--- src/rtl/muller_c_pkg.sv ---
// Shared types and helpers for the clocked Muller C-element micropipeline.
package muller_c_pkg;

    localparam logic C_RESET_PHASE = 1'b0;

    // Inputs of one pipeline C-element: fwd comes from the predecessor, bwd from the successor.
    typedef struct packed {
        logic bwd;
        logic fwd;
    } stage_ctrl_t;

    function automatic int clog2(input int value);
        int width;
        width = 0;
        while ((1 << width) < value) width++;
        return width;
    endfunction

    function automatic int occ_width(input int depth);
        return clog2(depth + 1);
    endfunction

endpackage

--- src/rtl/muller_c_cell.sv ---
// Generic clocked Muller C-element: the output takes the common value of its
// (optionally inverted) inputs when they all agree, otherwise it holds.
module muller_c_cell
    import muller_c_pkg::*;
#(
    parameter int             NIN      = 2,
    parameter logic [NIN-1:0] INV_MASK = '0,
    parameter logic           RST_VAL  = C_RESET_PHASE
) (
    input  logic           clk,
    input  logic           rst,
    input  logic [NIN-1:0] din,
    output logic           q,
    output logic           fire
);

    logic [NIN-1:0] agree;

    assign agree = din ^ INV_MASK;

    // fire is high when q changes on the coming edge; neighbours use it as a load enable.
    assign fire = q ? ~|agree : &agree;

    always_ff @(posedge clk) begin
        if (rst) begin
            q <= RST_VAL;
        end else if (fire) begin
            q <= ~q;
        end
    end

endmodule

--- src/rtl/muller_c_pipeline.sv ---
// Clock-synchronous Sutherland micropipeline: DEPTH C-element stages with bundled data,
// token occupancy, full/empty status and sticky 2-phase protocol-error flags.
module muller_c_pipeline
    import muller_c_pkg::*;
#(
    parameter int   DEPTH     = 4,
    parameter int   WIDTH     = 8,
    parameter logic RST_PHASE = C_RESET_PHASE
) (
    input  logic                          wb_clk_i,
    input  logic                          wb_rst_i,
    input  logic                          in_req,
    input  logic [WIDTH-1:0]              in_data,
    output logic                          in_ack,
    output logic                          out_req,
    output logic [WIDTH-1:0]              out_data,
    input  logic                          out_ack,
    output logic [occ_width(DEPTH)-1:0]   occupancy,
    output logic                          empty,
    output logic                          full,
    output logic                          in_err,
    output logic                          out_err
);

    localparam int OCC_W = occ_width(DEPTH);

    logic [DEPTH-1:0] c;
    logic [DEPTH-1:0] fire;
    logic [DEPTH-1:0] fwd;
    logic [DEPTH-1:0] bwd;
    logic [DEPTH-1:0] held;

    logic [WIDTH-1:0] d   [DEPTH];
    logic [WIDTH-1:0] src [DEPTH];

    logic in_req_q;
    logic out_ack_q;

    // fwd[i] is c[i-1] (in_req for stage 0); bwd[i] is c[i+1] (out_ack for the last stage).
    assign fwd  = {c[DEPTH-2:0], in_req};
    assign bwd  = {out_ack, c[DEPTH-1:1]};
    assign held = c ^ bwd;

    for (genvar i = 0; i < DEPTH; i++) begin : g_stage
        stage_ctrl_t ctrl;

        assign ctrl.fwd = fwd[i];
        assign ctrl.bwd = bwd[i];

        muller_c_cell #(
            .NIN      (2),
            .INV_MASK (2'b10),
            .RST_VAL  (RST_PHASE)
        ) u_cell (
            .clk  (wb_clk_i),
            .rst  (wb_rst_i),
            .din  (ctrl),
            .q    (c[i]),
            .fire (fire[i])
        );
    end

    always_comb begin
        src[0] = in_data;
        for (int i = 1; i < DEPTH; i++) begin
            src[i] = d[i-1];
        end
    end

    // Bundled data: a stage captures its predecessor's pre-edge value whenever its C-element toggles.
    always_ff @(posedge wb_clk_i) begin
        if (wb_rst_i) begin
            for (int i = 0; i < DEPTH; i++) begin
                d[i] <= '0;
            end
        end else begin
            for (int i = 0; i < DEPTH; i++) begin
                if (fire[i]) begin
                    d[i] <= src[i];
                end
            end
        end
    end

    always_comb begin
        occupancy = '0;
        for (int i = 0; i < DEPTH; i++) begin
            occupancy = occupancy + OCC_W'(held[i]);
        end
    end

    assign empty = (occupancy == '0);
    assign full  = (occupancy == OCC_W'(DEPTH));

    // A request may only change once the previous one was acknowledged, and an
    // acknowledge may only change while a token is offered; the registered copies give the pre-edge view.
    always_ff @(posedge wb_clk_i) begin
        if (wb_rst_i) begin
            in_req_q  <= RST_PHASE;
            out_ack_q <= RST_PHASE;
            in_err    <= 1'b0;
            out_err   <= 1'b0;
        end else begin
            in_req_q  <= in_req;
            out_ack_q <= out_ack;
            if ((in_req != in_req_q) && (in_req_q != c[0])) begin
                in_err <= 1'b1;
            end
            if ((out_ack != out_ack_q) && (out_ack_q == c[DEPTH-1])) begin
                out_err <= 1'b1;
            end
        end
    end

    assign in_ack   = c[0];
    assign out_req  = c[DEPTH-1];
    assign out_data = d[DEPTH-1];

endmodule

--- config.mk ---
export PLATFORM = sky130hd
export DESIGN_NAME = muller_c_pipeline
export DESIGN_NICKNAME = d
export VERILOG_FILES = /design/src/rtl/muller_c_pkg.sv /design/src/rtl/muller_c_cell.sv /design/src/rtl/muller_c_pipeline.sv
export SDC_FILE = /design/constraint.sdc
export NUM_CORES = 1
export LEC_CHECK = 0
export ABC_AREA = 1
export CORE_AREA = 2 2 66 68
export DETAILED_ROUTE_END_ITERATION = 10
export DIE_AREA = 0 0 68 70
export PLACE_DENSITY = 0.73
export SLEW_MARGIN = 20
export SYNTH_ARGS = -nofsm -noshare
export SYNTH_HDL_FRONTEND = slang
export SYNTH_SLANG_ARGS = --single-unit
--- constraint.sdc ---
create_clock -name wb_clk_i -period 2 [get_ports wb_clk_i]
set_input_delay 0.3 -clock wb_clk_i [delete_from_list [all_inputs] [get_ports wb_clk_i]]
set_output_delay 0.3 -clock wb_clk_i [all_outputs]
set_load 0.02 [all_outputs]
==> flow_metrics.env <==
export IMPL_status="complete, but fails checks"
export IMPL_violations="setup timing"
export IMPL_critPathKind="reg -> out"
export IMPL_syn_area_per_cell_um2=10.5
export IMPL_wire_per_inst_um=8.89
export IMPL_area_growth_pct=37.3
export IMPL_min_path_type="in -> reg"
export IMPL_grt_pass1_vias=1082
export IMPL_critPathLaunchType="register"
export IMPL_drive_gt1_frac=0.403
export IMPL_cp_end_kind="primary output"
export IMPL_ir_drop_mv=0.547
export IMPL_fin_util=0.615
export IMPL_start_util=0.448
export IMPL_synth_xor_area_frac=0
export IMPL_worst_pin_slew_ns=0.374
export IMPL_setup_violations=5
export IMPL_hpwl_um=1970
export IMPL_overflow=0
export IMPL_fin_setup_tns_ns=-1.62
export IMPL_power_density_nw_per_um2=897
export IMPL_gp_congestion=0.748
export IMPL_critical_path_arrival_ns=2.13
export IMPL_muxShareOfSynthArea=0
export IMPL_grt_max_degree=13
export IMPL_dieWidth_um=68
export IMPL_via_per_inst=4.20
export IMPL_critical_path_required_ns=1.70
export IMPL_hold_violations=0
export IMPL_drv_slew=0
export IMPL_die_area_um2=4760
export IMPL_synth_compound_area_frac=0.0209
export IMPL_syn_num_nets=192
export IMPL_synthCells=177
export IMPL_cts_hold_buffers=0
export IMPL_cts_tree="built"
export IMPL_total_power_w=0.00228
export IMPL_cap_violations=0
export IMPL_grt_setup_unrepaired="true"
export IMPL_yosys_register_bits=40
export IMPL_wl_um=2520
export IMPL_ys_warnings_count=0
export IMPL_period_needed_ns=2.43
export IMPL_cts_sinks=40
export IMPL_track_usage=0.124
export IMPL_post_route_period_util=1.21
export IMPL_p_sw_w=0.000614
export IMPL_maxSlewHeadroom=0.750
export IMPL_synth_top_family_by_area="simple AND/OR/NAND/NOR gates"
export IMPL_pwr_share_comb=0.281
export IMPL_max_freq_mhz=412
export IMPL_htreeDepth=2
export IMPL_clockBufferDepth=2
export IMPL_skew_ns=0.00262
export IMPL_seqPwrFrac=0.449
export IMPL_final_cells=283
export IMPL_clkTransAtPathRegs_ns=0.07
export IMPL_cts_root_buffer="clkbuf_8"
export IMPL_num_rows=24
export IMPL_core_um2=4140
export IMPL_design_area_um2=2550
export IMPL_synth_cell_types=23
export IMPL_leakage_nw=1.08
export IMPL_drc=0
export IMPL_synth_fa_ha_area_frac=0.0243
export IMPL_swShare=0.269
export IMPL_first_pass_iters=4
export IMPL_vias=1188
export IMPL_dpl_cell_count=271
export IMPL_yosys_area_share_simple=0.245
export IMPL_antenna_found_initial=0
export IMPL_intPower_w=0.00167
export IMPL_setup_ws_ns=-0.427
export IMPL_worstPathMaxFanout=7
export IMPL_grt_pass1_wl_um=4370
export IMPL_synth_cell_area_um2=1860
export IMPL_pwr_share_clk=0.270
export IMPL_portBuffers=28
export IMPL_nets=245
export IMPL_cts_inserted_buffers=5
export IMPL_ant_nets=0
export IMPL_drtIter0Drc=28
export IMPL_yosysSeqAreaShare=0.604
export IMPL_diodes=0
export IMPL_ios=29
export IMPL_place_area_um2=2370
export IMPL_die_y_um=70
export IMPL_clk_latency_ns=0.28
cells in the final DEF, fill, tap and decap left out:
master,instances
inv_1,40
nor2_2,33
edfxtp_1,32
clkdlybuf4s50_1,22
buf_4,19
nand2_1,17
nand2_2,7
nand3_1,6
buf_6,6
nor2_1,5
clkbuf_8,5
dfxtp_1,4
inv_2,3
nor2_4,3
dfxtp_4,3
inv_4,2
a21oi_1,2
a211oi_1,2
nand3_4,2
nand2_4,2
nand3b_1,2
ha_4,2
clkinv_1,2
inv_8,1
o21ai_2,1
nor3b_4,1
nor3_4,1
nor3_1,1
o21ai_0,1
fa_1,1
bufinv_16,1
dfxtp_2,1
dlygate4sd2_1,1
power by group through the flow:
stage | combinational (W) | clock, W | sequential, W
after floorplan | 0.000326 | 0 | 0.00107
after global placement | 0.000542 | 0 | 0.00104
after detailed placement | 0.000558 | 0 | 0.00104
after CTS | 0.000623 | 0.000633 | 0.00103
after global routing | 0.000694 | 0.000667 | 0.00104
final | 0.000642 | 0.000616 | 0.00103
metal layers:
metal / share of wire / vias to the layer above / track usage
li1: - / 651 / -
met3: 0.048 / 2 / 0.0580
met2: 0.54 / 28 / 0.211
met5: 0 / - / 0
met1: 0.40 / 507 / 0.134
met4: 0.0052 / 0 / 0.0333
worst paths after layout:
kind | startpoint | end | slack, ns | cells after the start
worst max-delay path | g_stage[1].u_cell.q$_SDFFE_PP0P_ | empty | -0.43 | 9
worst max register to register | g_stage[2].u_cell.q$_SDFFE_PP0P_ | d[2][3]$_SDFFCE_PN0P_ | 0.51 | 6
worst min register to register | out_err$_SDFFE_PP0P_ | out_err$_SDFFE_PP0P_ | 0.45 | 2
worst min-delay path | out_ack | g_stage[3].u_cell.q$_SDFFE_PP0P_ | 0.38 | 2
synthesized netlist by cell type (all sizes together):
master / count / area (um2)
nor3: 2 / 10.0
nor2: 41 / 236
nand3b: 2 / 15.0
nor3b: 1 / 7.51
a211oi: 2 / 15.0
nand3: 8 / 65.1
edfxtp: 32 / 961
nand2: 26 / 120
dfxtp: 8 / 160
inv: 46 / 180
fa: 1 / 20.0
buf: 2 / 16.3
a21oi: 2 / 10.0
o21ai: 2 / 13.8
ha: 2 / 25.0
worst max-delay path: stages (launching register included):
cell and delay [ns]:
dfxtp_4 0.42, inv_4 0.05, nor2_4 0.08, nor2_2 0.05, fa_1 0.49, inv_2 0.05, ha_4 0.15, ha_4 0.24
nor3_4 0.18, buf_6 0.14
metrics by stage:
stage | setup slack, ns | hold WS, ns
5_1_grt | -0.511 | 0.402
2_1_floorplan | -0.171 | 0.393
6_report | -0.427 | 0.382
3_3_place_gp | -1.11 | 0.441
4_1_cts | -0.434 | 0.380
3_5_place_dp | -1.16 | 0.442
flip-flops by register name (all words and copies together) (netlist names):
signal and cells:
out_err 1, d 32, g_stage.u_cell.q 4, in_req_q 1
out_ack_q 1, in_err 1
cell type report:
cell class              count  area (um2)
well taps                  52        65.1
multi-input cells          89         618
repair buffers             48         439
flip-flops and latches     40        1130
clock inverters             3        37.5
inverters                  46         185
fillers                   328        1600
clock buffers               5        68.8
cell families (layout without fill, tap and decap cells):
group           Yosys count  count (layout)
buf+inv                  48             102
fa+ha+maj                 3               3
flops                    40              40
simple gates             80              80
compound gates            6               6
timing repair:
action | CTS | global route
cloned | 0 | 0
buffers inserted | 3 | 1
pin swaps | 2 | 1
endpoints found under the setup margin | 5 | 5
resized for setup | 39 | 2
Power figures use the tool's default switching activity.
